<file path="src/rtl/mmcm_phaseshift_multi.sv">
// Multi-channel MMCM fine phase-shift stepper: one PSEN/PSDONE step engine per MMCM with timeout and retargeting.
// Define MMCM_PS_WRAP_EN for modulo-pPERIOD_STEPS positions with shortest-path stepping (default: linear, clamped).
module mmcm_phaseshift_multi #(
  parameter int pCHANNELS     = 2,
  parameter int pSTEP_WIDTH   = 16,
  parameter int pMAX_STEP     = 32767,
  parameter int pTIMEOUT      = 255,
  parameter int pPERIOD_STEPS = 1120
) (
  input  logic                             clk_usb,
  input  logic                             reset_n,
  input  logic [pCHANNELS*pSTEP_WIDTH-1:0] I_step_index,
  input  logic [pCHANNELS-1:0]             I_load,
  input  logic                             I_clear_timeout,
  output logic [pCHANNELS-1:0]             O_psen,
  output logic [pCHANNELS-1:0]             O_psincdec,
  input  logic [pCHANNELS-1:0]             I_psdone,
  output logic [pCHANNELS*pSTEP_WIDTH-1:0] O_position,
  output logic [pCHANNELS-1:0]             O_done,
  output logic [pCHANNELS-1:0]             O_timeout,
  output logic                             O_busy
);

  typedef logic signed [pSTEP_WIDTH-1:0] step_t;
  typedef enum logic [1:0] {
    S_IDLE   = 2'd0,
    S_STEP   = 2'd1,
    S_WAIT   = 2'd2,
    S_SETTLE = 2'd3
  } state_t;

  localparam int              LP_CW       = $clog2(pTIMEOUT + 1);
  localparam logic [LP_CW-1:0] LP_CNT_LAST = LP_CW'(pTIMEOUT - 1);
  localparam logic [LP_CW-1:0] LP_CNT_ONE  = LP_CW'(1);
  localparam step_t           LP_ONE      = step_t'(1);

  // Reject parameter sets whose clamp or period cannot be held in the signed position.
  if ((pMAX_STEP >= (32'd1 << (pSTEP_WIDTH - 1))) ||
      (pPERIOD_STEPS >= (32'd1 << (pSTEP_WIDTH - 1)))) begin : g_bad_cfg
    $error("mmcm_phaseshift_multi: pMAX_STEP/pPERIOD_STEPS exceed pSTEP_WIDTH");
  end

`ifdef MMCM_PS_WRAP_EN
  localparam step_t LP_PMAX = step_t'(pPERIOD_STEPS - 1);

  function automatic step_t f_target(input step_t v);
    int t;
    t = int'(v) % pPERIOD_STEPS;
    if (t < 0) t = t + pPERIOD_STEPS;
    return step_t'(t);
  endfunction

  // Forward distance of at most half a period (tie included) steps up.
  function automatic logic f_dir(input step_t tgt, input step_t pos);
    int d;
    d = (int'(tgt) - int'(pos)) % pPERIOD_STEPS;
    if (d < 0) d = d + pPERIOD_STEPS;
    return (d <= (pPERIOD_STEPS / 2));
  endfunction

  function automatic step_t f_step(input step_t pos, input logic up);
    if (up) return (pos == LP_PMAX) ? step_t'(0) : pos + LP_ONE;
    else    return (pos == step_t'(0)) ? LP_PMAX : pos - LP_ONE;
  endfunction
`else
  localparam step_t LP_MAX = step_t'(pMAX_STEP);
  localparam step_t LP_MIN = step_t'(-pMAX_STEP);

  function automatic step_t f_target(input step_t v);
    if (v > LP_MAX)      return LP_MAX;
    else if (v < LP_MIN) return LP_MIN;
    else                 return v;
  endfunction

  function automatic logic f_dir(input step_t tgt, input step_t pos);
    return (tgt > pos);
  endfunction

  function automatic step_t f_step(input step_t pos, input logic up);
    return up ? (pos + LP_ONE) : (pos - LP_ONE);
  endfunction
`endif

  logic [pCHANNELS-1:0] w_done_nxt;
  logic                 r_busy;

  genvar gi;
  for (gi = 0; gi < pCHANNELS; gi++) begin : g_ch
    state_t           r_state, w_state_nxt;
    step_t            r_target, r_pos, w_target_fsm, w_target_nxt, w_pos_nxt, w_step_in;
    logic [LP_CW-1:0] r_cnt, w_cnt_nxt;
    logic             r_go, r_dir, r_psen, r_timeout, r_done;
    logic             w_dir_nxt, w_psen_nxt, w_timeout_fsm, w_timeout_nxt, w_done_c;

    assign w_step_in = step_t'(I_step_index[gi*pSTEP_WIDTH +: pSTEP_WIDTH]);

    // Next-state and next-register logic; a load overrides an abort on the same edge.
    always_comb begin
      w_state_nxt   = r_state;
      w_target_fsm  = r_target;
      w_pos_nxt     = r_pos;
      w_cnt_nxt     = r_cnt;
      w_dir_nxt     = r_dir;
      w_psen_nxt    = 1'b0;
      w_timeout_fsm = I_clear_timeout ? 1'b0 : r_timeout;
      case (r_state)
        S_IDLE: begin
          if (r_go && (r_target != r_pos)) begin
            w_state_nxt = S_STEP;
            w_dir_nxt   = f_dir(r_target, r_pos);
            w_psen_nxt  = 1'b1;
          end else begin
            w_state_nxt = S_IDLE;
          end
        end
        S_STEP: begin
          w_state_nxt = S_WAIT;
          w_cnt_nxt   = '0;
        end
        S_WAIT: begin
          if (I_psdone[gi]) begin
            w_pos_nxt   = f_step(r_pos, r_dir);
            w_state_nxt = S_SETTLE;
          end else if (r_cnt == LP_CNT_LAST) begin
            w_state_nxt   = S_IDLE;
            w_timeout_fsm = 1'b1;
            w_target_fsm  = r_pos;
          end else begin
            w_cnt_nxt = r_cnt + LP_CNT_ONE;
          end
        end
        S_SETTLE: w_state_nxt = S_IDLE;
        default:  w_state_nxt = S_IDLE;
      endcase
      w_target_nxt  = I_load[gi] ? f_target(w_step_in) : w_target_fsm;
      w_timeout_nxt = I_load[gi] ? 1'b0 : w_timeout_fsm;
      w_done_c      = (w_state_nxt == S_IDLE) && (w_target_nxt == w_pos_nxt);
    end

    // Engine state; r_go registers the IDLE move decision one cycle ahead.
    always_ff @(posedge clk_usb or negedge reset_n) begin
      if (!reset_n) begin
        r_state   <= S_IDLE;
        r_target  <= '0;
        r_pos     <= '0;
        r_cnt     <= '0;
        r_go      <= 1'b0;
        r_dir     <= 1'b0;
        r_psen    <= 1'b0;
        r_timeout <= 1'b0;
        r_done    <= 1'b1;
      end else begin
        r_state   <= w_state_nxt;
        r_target  <= w_target_nxt;
        r_pos     <= w_pos_nxt;
        r_cnt     <= w_cnt_nxt;
        r_go      <= (r_target != r_pos);
        r_dir     <= w_dir_nxt;
        r_psen    <= w_psen_nxt;
        r_timeout <= w_timeout_nxt;
        r_done    <= w_done_c;
      end
    end

    assign w_done_nxt[gi]                               = w_done_c;
    assign O_psen[gi]                                   = r_psen;
    assign O_psincdec[gi]                               = r_dir;
    assign O_timeout[gi]                                = r_timeout;
    assign O_done[gi]                                   = r_done;
    assign O_position[gi*pSTEP_WIDTH +: pSTEP_WIDTH]    = r_pos;
  end

  // Busy follows the registered done vector cycle for cycle.
  always_ff @(posedge clk_usb or negedge reset_n) begin
    if (!reset_n) begin
      r_busy <= 1'b0;
    end else begin
      r_busy <= ~(&w_done_nxt);
    end
  end

  assign O_busy = r_busy;

endmodule
</file>
<file path="config.mk">
export PLATFORM = sky130hd
export DESIGN_NAME = mmcm_phaseshift_multi
export DESIGN_NICKNAME = d
export VERILOG_FILES = /design/src/rtl/mmcm_phaseshift_multi.sv
export SDC_FILE = /design/constraint.sdc
export NUM_CORES = 1
export LEC_CHECK = 0
export ABC_CLOCK_PERIOD_IN_PS = 5200
export BUFFER_PORTS_ARGS = -buffer_cell sky130_fd_sc_hd__clkbuf_2
export CAP_MARGIN = 30
export CORE_ASPECT_RATIO = 2
export CORE_MARGIN = 3
export CORE_UTILIZATION = 34
export DETAILED_ROUTE_END_ITERATION = 10
export GPL_TIMING_DRIVEN = 0
export HOLD_SLACK_MARGIN = 0.12
export SLEW_MARGIN = 25
export SYNTH_ARGS = -nofsm -noshare
export SYNTH_HDL_FRONTEND = slang
export SYNTH_SLANG_ARGS = --single-unit
</file>
<file path="constraint.sdc">
create_clock -name clk_usb -period 5.2 [get_ports clk_usb]
set_input_delay 1.04 -clock clk_usb [delete_from_list [all_inputs] [get_ports clk_usb]]
set_output_delay 1.04 -clock clk_usb [all_outputs]
set_load 0.02 [all_outputs]
</file>
==> results.yml <==
run_status:
  status: "completed"
detailed_routing:
  wire_per_inst_um: 20.0
  route.detailed.drc: 0
  vias: 6956
  ant_nets: 0
  drt-pass1-iter-count: 5
  drt_wl_total_um: 24500
  avgViaCountPerCell: 5.68
  drt_iter0_markers: 357
synthesis:
  synth.most_common_cell: "dfrtp_1"
  ys_seq_elements: 95
  async_flop_share: 1.00
  synth_flop_cell: "dfrtp_1"
  synth-warning-count: 0
  synth_seq_area_share: 0.315
  synthTopCellsByArea: "dfrtp_1 31%, ha_1 11%, o21ai_0 4.3%, xnor2_1 3.8%, nand2_1 3.6%"
  synthesis.area_sq_um: 7560
  yosys.cell_types.count: 83
  synth_edf_count: 0
  yosys.area.top_type: "dfrtp_1"
  syn_nets: 962
  yosys.area.top_type_share: 0.308
  synth_common_cells: "93 x dfrtp_1, 73 x nand2_1, 66 x ha_1, 65 x o21ai_0, 54 x inv_1"
  post_synth.cell_area_avg_sq_um: 8.85
  synthCells: 855
layout:
  final_area_sq_um: 8670
  drive_gt1_frac: 0.146
  syn_to_final_growth_pct: 14.6
  fillers: 2251
  n_antenna_cell: 0
  fin_nets: 1053
  fin_util: 0.400
clock_tree:
  htreeDepth: 3
  clockBufferDepth: 2
  cts_resized: 0
  clk_pin_slew_ns: 0.06
  cts_setup_buffers: 0
  clock-sinks: 95
  cts_hold_buf: 0
  cts_tree: "yes"
  cts_root_buf: "clkbuf_16"
  clock_latency_ns: 0.35
  cts_buffers: 9
timing:
  skew_ns: 0.0124
  fin_setup_tns_ns: 0
  maxSlewViolCount: 0
  timing.final.crit_share: 0.853
  hold_violations: 0
  fin_hold_ws_ns: 0.518
  min_period_ns: 4.44
  slew_headroom: 0.484
  setup_viol: 0
  rsz0062_at_grt: "no"
  worst-slew-pin-transition_ns: 0.773
  max_freq_mhz: 225
global_routing:
  grt_pass1_vias: 7131
  grt_max_degree: 65
  antenna_found_initial: 0
  groute.usage.overall: 0.204
  grt_overflow: 0
  grt_pass1_wl_um: 38600
setup_path:
  critical_path_class: "input pin to flop"
  end_kind: "flop"
  critPathRequiredTime_ns: 5.40
  critPathMaxFanout: 10
  startpoint_type: "input pin"
  crit_arrival_ns: 4.64
floorplan:
  coreArea_sq_um: 21700
  die_y_um: 217
  die_w_um: 111
  start_util: 0.349
  ios: 80
  die_area_sq_um: 24200
  rows: 76
place:
  post_dp_cell_area_sq_um: 8340
  dpl.hpwl_um: 20000
  io_buffers: 78
  gp_congestion: 0.882
power_and_ir_drop:
  vdd_drop_max_mv: 0.359
  cellPowerDensity_nw_per_um2: 599
  power_uw: 5190
  p_leak_uw: 0.00400
min_path:
  hp-class: "flop to flop"
run:
  cap_viol_max_count: 0
-- layout make-up --
type	count	area, sq um	share of cell area
multi-input combinational	668	4790	0.553
sequential	95	2380	0.275
timing repair buffer	80	430	0.0497
tap	273	342	0.0394
clock buffer	11	253	0.0292
inverter	56	210	0.0242
buffer	36	181	0.0209
clock inverter	5	80.1	0.00924
-- flip-flops by register name, indices dropped and copies added (netlist names) --
| name | count |
|---|---|
| g_ch.r_dir | 2 |
| g_ch.r_pos | 32 |
| g_ch.r_done | 2 |
| g_ch.r_timeout | 2 |
| g_ch.r_go | 2 |
| g_ch.r_cnt | 16 |
| g_ch.r_target | 32 |
| O_busy | 1 |
| g_ch.r_psen | 2 |
| g_ch.r_state | 4 |
-- metrics by stage --
stage	setup slack [ns]	instances
floorplan	1.74	855
CTS	0.747	1224
global route	0.536	1224
finish	0.764	1224
detailed placement	0.390	1208
global placement	0.375	1206
-- final timing paths --
| path | start | to | slack [ns] | cells after the start |
|---|---|---|---|---|
| min in group asynchronous | reset_n | g_ch[1].r_target[4] | 0.58 | 1 |
| hold reg to reg | g_ch[1].r_timeout | g_ch[1].r_timeout | 0.52 | 2 |
| hold / removal | g_ch[1].r_timeout | g_ch[1].r_timeout | 0.52 | 2 |
| max in group asynchronous | reset_n | g_ch[0].r_pos[3] | 3.98 | 2 |
| setup / recovery | I_step_index[29] | O_busy | 0.76 | 13 |
| setup reg to reg | g_ch[1].r_dir | O_busy | 1.00 | 11 |
-- cells in the final DEF, fill, tap and decap left out, types with 13 or more instances in the layout --
master / synthesis / layout
nor2b_1: 13 / 13
xor2_1: 19 / 19
a21oi_1: 35 / 35
nand2_1: 73 / 73
nand2b_1: 16 / 16
nand4_1: 17 / 17
ha_1: 66 / 66
nor3_1: 17 / 17
nor2_1: 49 / 49
clkbuf_2: 0 / 77
xnor2_1: 33 / 33
inv_1: 54 / 54
mux2i_1: 26 / 26
nand3_1: 32 / 32
clkbuf_1: 19 / 19
o21a_1: 16 / 16
nand3b_1: 19 / 19
dfrtp_1: 93 / 93
o21ai_0: 65 / 65
-- where the power goes --
group	total [uW]	internal (uW)	switching [uW]
registers	1240	930	307
clock network	760	448	313
logic	3190	1260	1930
-- kinds of logic after synthesis --
group | synth area share
AOI/OAI and AO/OA | 0.198
xor gates and xnor gates | 0.0602
adders and majority gates | 0.114
buffers and inverters | 0.0518
DFF | 0.315
muxes | 0.0359
and+or+nand+nor | 0.225
-- routing by layer --
layer / track usage / share of wire / up-vias
met3: 0.0175 / 0.029 / 72
met1: 0.192 / 0.34 / 3353
met2: 0.410 / 0.57 / 204
met5: 0 / 0 / -
met4: 0.128 / 0.067 / 0
li1: - / - / 3327
-- worst max-delay path, cell delays in order --
cell and delay [ns]:
clkbuf_2 0.13, nor4_1 0.56, a41o_1 0.25, ha_1 0.31, clkbuf_1 0.30, nor2_1 0.46
nand2_1 0.11, o21ai_1 0.16, nor2_1 0.14, a2111oi_2 0.37, nand4_1 0.19, nor4_2 0.49
nand3_1 0.13
No activity file was read; power rests on OpenSTA's default activity.
